==> config.mk <==
export PLATFORM = sky130hd
export DESIGN_NAME = detect_stream_ctrl
export DESIGN_NICKNAME = d
export VERILOG_FILES = /design/src/rtl/detect_stream_ctrl_pkg.sv /design/src/rtl/detect_stream_ctrl_core.sv /design/src/rtl/detect_stream_ctrl.sv
export SDC_FILE = /design/constraint.sdc
export NUM_CORES = 1
export LEC_CHECK = 0
export BUFFER_PORTS_ARGS = -buffer_cell sky130_fd_sc_hd__buf_2
export CORE_MARGIN = 1
export CORE_UTILIZATION = 38
export CTS_CLUSTER_SIZE = 12
export DETAILED_ROUTE_END_ITERATION = 8
export PLACE_DENSITY_LB_ADDON = 0.12
export SETUP_SLACK_MARGIN = 0.5
export SLEW_MARGIN = 30
export SYNTH_ARGS = -nofsm -noshare
export SYNTH_HDL_FRONTEND = slang
export SYNTH_SLANG_ARGS = --single-unit
==> constraint.sdc <==
create_clock -name clk -period 1.95 [get_ports clk]
set_input_delay 0.585 -clock clk [delete_from_list [all_inputs] [get_ports clk]]
set_output_delay 0.585 -clock clk [all_outputs]
set_load 0.01 [all_outputs]
==> src/rtl/detect_stream_ctrl_pkg.sv <==
// Shared encodings and the six-state detector transition function
// used by the stream sequencer and its detector core.
package detect_stream_ctrl_pkg;

    localparam logic [2:0] DET_A = 3'd0;
    localparam logic [2:0] DET_B = 3'd1;
    localparam logic [2:0] DET_C = 3'd2;
    localparam logic [2:0] DET_D = 3'd3;
    localparam logic [2:0] DET_E = 3'd4;
    localparam logic [2:0] DET_F = 3'd5;

    localparam logic [1:0] CTRL_IDLE   = 2'd0;
    localparam logic [1:0] CTRL_SHIFT  = 2'd1;
    localparam logic [1:0] CTRL_REPORT = 2'd2;

    // Unused encodings 6 and 7 fall back to A.
    function automatic logic [2:0] det_next(input logic [2:0] s, input logic w);
        logic [2:0] n;
        case (s)
            DET_A:   n = w ? DET_C : DET_B;
            DET_B:   n = w ? DET_E : DET_D;
            DET_C:   n = w ? DET_D : DET_E;
            DET_D:   n = w ? DET_F : DET_A;
            DET_E:   n = w ? DET_A : DET_F;
            DET_F:   n = w ? DET_C : DET_B;
            default: n = DET_A;
        endcase
        return n;
    endfunction

endpackage

==> src/rtl/detect_stream_ctrl_core.sv <==
// Six-state serial pattern detector; advances only on step, clear wins over step.
module detect_core
    import detect_stream_ctrl_pkg::*;
(
    input  logic       clk,
    input  logic       reset,
    input  logic       step,
    input  logic       clear,
    input  logic       w,
    output logic [2:0] state,
    output logic       next_is_f
);

    logic [2:0] nxt;

    assign nxt       = det_next(state, w);
    assign next_is_f = (nxt == DET_F);

    always_ff @(posedge clk or negedge reset) begin
        if (!reset)
            state <= DET_A;
        else if (clear)
            state <= DET_A;
        else if (step)
            state <= nxt;
    end

endmodule

==> src/rtl/detect_stream_ctrl.sv <==
// Serialises valid/ready words MSB first into the detector and reports
// the per-word hit count and the detector state after the last bit.
module detect_stream_ctrl
    import detect_stream_ctrl_pkg::*;
#(
    parameter int WORD_W = 8,
    parameter int CNT_W  = 4
) (
    input  logic              clk,
    input  logic              reset,
    input  logic              in_valid,
    output logic              in_ready,
    input  logic [WORD_W-1:0] in_data,
    input  logic              in_clear,
    output logic              out_valid,
    input  logic              out_ready,
    output logic [CNT_W-1:0]  out_hits,
    output logic [2:0]        out_final_state,
    output logic              busy
);

    localparam int IDX_W = $clog2(WORD_W) + 1;

    logic [1:0]        ctrl;
    logic [WORD_W-1:0] shreg;
    logic [CNT_W-1:0]  hits;
    logic [CNT_W-1:0]  hits_nxt;
    logic [IDX_W-1:0]  idx;
    logic [2:0]        det_state;
    logic              next_is_f;
    logic              accept;
    logic              last_bit;

    assign in_ready  = (ctrl == CTRL_IDLE);
    assign out_valid = (ctrl == CTRL_REPORT);
    assign busy      = (ctrl != CTRL_IDLE);
    assign accept    = in_ready && in_valid;
    assign last_bit  = (idx == IDX_W'(WORD_W - 1));

    // Saturating so an undersized CNT_W pins at all-ones instead of wrapping.
    assign hits_nxt  = (next_is_f && (hits != {CNT_W{1'b1}})) ? hits + CNT_W'(1) : hits;

    detect_core u_core (
        .clk       (clk),
        .reset     (reset),
        .step      (ctrl == CTRL_SHIFT),
        .clear     (accept && in_clear),
        .w         (shreg[WORD_W-1]),
        .state     (det_state),
        .next_is_f (next_is_f)
    );

    always_ff @(posedge clk or negedge reset) begin
        if (!reset) begin
            ctrl            <= CTRL_IDLE;
            shreg           <= '0;
            hits            <= '0;
            idx             <= '0;
            out_hits        <= '0;
            out_final_state <= DET_A;
        end else begin
            case (ctrl)
                CTRL_IDLE: begin
                    if (in_valid) begin
                        shreg <= in_data;
                        hits  <= '0;
                        idx   <= '0;
                        ctrl  <= CTRL_SHIFT;
                    end
                end
                CTRL_SHIFT: begin
                    shreg <= shreg << 1;
                    idx   <= idx + IDX_W'(1);
                    hits  <= hits_nxt;
                    // Result is captured on the last step so it stays put through REPORT.
                    if (last_bit) begin
                        out_hits        <= hits_nxt;
                        out_final_state <= det_next(det_state, shreg[WORD_W-1]);
                        ctrl            <= CTRL_REPORT;
                    end
                end
                CTRL_REPORT: begin
                    if (out_ready)
                        ctrl <= CTRL_IDLE;
                end
                default: ctrl <= CTRL_IDLE;
            endcase
        end
    end

endmodule

==> impl_metrics.yaml <==
power_and_ir_drop:
  p_sw_share_pct: 41.29
  clkPwrFrac_pct: 11.5
  p_seq_share_pct: 33.7
  vdd.ir_drop.worst_mv: 0.5169
  cellPowerDensity_nw_per_um2: 1558
  combPwrFrac_pct: 54.9
  p_leak_nw: 0.8960
  p_switching_mw: 1.341
  p_int_mw: 1.906
  finalPower_mw: 3.247
critical_path:
  crit_chain: "or2_4 -> inv_2 -> buf_6"
  startpoint: "ctrl[1]"
  path_depth: 3
  cp_max_fo: 3
  path_class: "reg2out"
  path_delay_family: "flip-flops"
  r2r-start: "u_core.state[2]"
  start_kind: "flop"
  crit_slowest_cell: "dfrtp_2"
  cp_data_required_time_ps: 1360
  arrival_ps: 1120
  r2r_cells: 6
  path_buf_inv: 2
  critPathCaptureType: "output port"
  rrSetupSlack_ps: 340
  endpoint: "in_ready"
  cp_slowest_stage_delay_ps: 440
  r2r-end: "hits[2]"
routing:
  final_antenna_net_count: 0
  drt_first_pass_iters: 4
  drtIter0Drc: 71
  drc: 0
  routed_wl_mm: 3.793
  vias: 1348
  wl_per_cell_um: 15.42
  avgViaCountPerCell: 5.480
logic_synthesis:
  synth_common_cells: "dfrtp_1, o21ai_0, a21oi_1, nor2_1, nor2b_1"
  syn_inst: 157
  synth_top_area_share_pct: 47.95
  synth-main-ff-cell: "dfrtp_1"
  syn_area_um2: 1461
  ys_warn_count: 0
  synth-edff-count: 0
  syn_nets: 172
  synth.avg_cell_area_um2: 9.308
  ys_seq_area_share_pct: 47.95
  synth_top_area_cell: "dfrtp_1"
  yosys_register_bits: 28
  async_flop_share_pct: 100.0
  synthTopCellsByArea: "dfrtp_1, o21ai_0, nor2b_1, a21oi_1, a22oi_1"
  synth.most_common_cell: "dfrtp_1"
  ys_types: 34
final_layout:
  fill_cells: 323
  n_antenna_cell: 0
  nets: 214
  regArea_um2: 706.9
  syn2layout_area_growth_pct: 42.64
  drive_above_1_share_pct: 44.44
  multi_input_area_um2: 919.6
min_path:
  hp-class: "in2async"
timing:
  slew_headroom_pct: 56.93
  setup_tns_ps: 0
  worst_slew_pin_slew_ps: 646.0
  finalHoldViolations: 0
  slew_viol_final: 0
  rsz0062_at_grt: "true"
  finalCritPeriodShare_pct: 87.29
  fin_crit_ps: 1702
  clock.fmax_ghz: 0.5875
  setup_violations: 0
  skew_ps: 4.299
grt:
  grt_max_degree: 29
  grt_util_met3_pct: 2.500
  grt_pass1_wl_mm: 6.279
  grt_antenna_before_repair: 0
  overflow: 0
  grt_use_met2_pct: 32.85
  top_usage_layer: "met2"
  met1_usage_pct: 26.30
  grt_usage_pct: 19.82
  grt_pass1_vias: 1306
clocking:
  htree_levels: 1
  clk_path_buf_depth: 2
  clock-sinks: 28
  insertion_delay_ps: 280
  cts_made_buffers: 3
  cts_root_buf: "clkbuf_8"
  clkTransAtPathRegs_ps: 100
  cts_tree: "built"
flow_run:
  drv_cap: 0
floorplan:
  boundaryPins: 23
  die_width_um: 64.02
  row_count: 22
  fp.dieArea_um2: 4098
  core_area_um2: 3661
  initial_utilization_pct: 39.92
  dieHeight_um: 64.02
placed_design:
  dpl.hpwl_mm: 2.248
  io_buffers: 22
  gp_congestion: 0.7706
status:
  outcome: "finished clean"
power by group through the flow:
stage	Combinational [mW]	Sequential [mW]	Clock, mW
final	1.78	1.09	0.373
after global routing	1.94	1.13	0.405
after CTS	1.53	1.08	0.378
after detailed placement	1.09	1.07	0
after global placement	1.07	1.06	0
after floorplan	0.840	1.04	0
flip-flops by register name, indices dropped and copies added, names as in the netlist:
register / count
out_hits: 4
idx: 4
ctrl: 2
hits: 4
u_core.state: 3
shreg: 8
out_final_state: 3
worst reg2reg max path: stages (launching register included):
cell and delay (ps):
dfrtp_1 440, and2b_2 280, buf_6 120, buf_6 100, a22o_4 280, a31o_4 230
o311ai_4 60
cell usage in the layout, fill, tap and decap left out, drive strengths merged:
cell	Yosys	routed
inv	3	3
or3	1	1
nand2b	2	2
o21bai	1	1
o31ai	2	2
nand2	10	10
nor2b	11	11
a22o	4	4
a21oi	13	13
mux2i	2	2
or2	1	1
nand3	6	6
a31oi	4	4
a21o	2	2
a31o	1	1
and3b	2	2
buf	4	45
o311ai	1	1
dfrtp	28	28
o211ai	4	4
o21ai	18	18
nand4b	1	1
or4	3	3
o21a	1	1
xor2	1	1
clkbuf	5	4
nor2	12	12
nor3	4	4
and2b	1	1
a22oi	7	8
ha	2	2
cells by family (layout without fill, tap and decap cells):
logic type                 Yosys count  after routing  synth area share (%)
xor gates and xnor gates             1              1                0.5994
AOI/OAI and AO/OA                   58             59                 25.26
buffers and inverters               12             52                 3.425
and+or+nand+nor                     54             54                 19.69
DFF                                 28             28                 47.95
muxes                                2              2                 1.370
adders and majority gates            2              2                 1.712
how the worst min path moves through the flow:
stage               startpoint           to  slack (ps)  cells past startpoint
detailed placement    shreg[1]     shreg[2]         520                      2
finish                   reset  out_hits[3]         320                      1
floorplan                reset      ctrl[0]         290                      0
global route             reset  out_hits[3]         370                      1
CTS                      reset  out_hits[3]         340                      1
global placement      shreg[0]     shreg[0]         500                      2
final cells by class:
type                            count  area share (%)
Multi-Input combinational cell    118           44.12
Sequential cell                    28           33.91
Clock buffer                        4           2.641
Timing Repair Buffer               45           15.91
Tap cell                           48           2.881
Inverter                            3          0.5402
per-layer routing:
metal	wire, um	up-vias
li1	-	656
met1	1799	643
met2	1771	42
met3	162	7
met4	60	0
met5	0	-
through the flow:
stage	utilization (%)	hold WS [ps]	cells	worst slack, ps	instance area, um2
6_report	56.94	317.5	246	247.8	2085
3_3_place_gp	44.70	501.1	221	341.3	1637
5_1_grt	56.94	365.1	246	209.9	2085
2_1_floorplan	-	289.4	157	482.4	1493
3_5_place_dp	44.70	521.4	221	249.6	1637
4_1_cts	53.18	342.9	241	247.6	1947
timing repair:
| action | in CTS | in global routing |
|---|---|---|
| setup buffers | 15 | 5 |
| hold buffers | 0 | 0 |
| cloned | 1 | 0 |
| pin swaps | 17 | 8 |
| resized for setup | 33 | 31 |
| setup endpoints to repair | 23 | 28 |
Power figures use the tool's default switching activity.
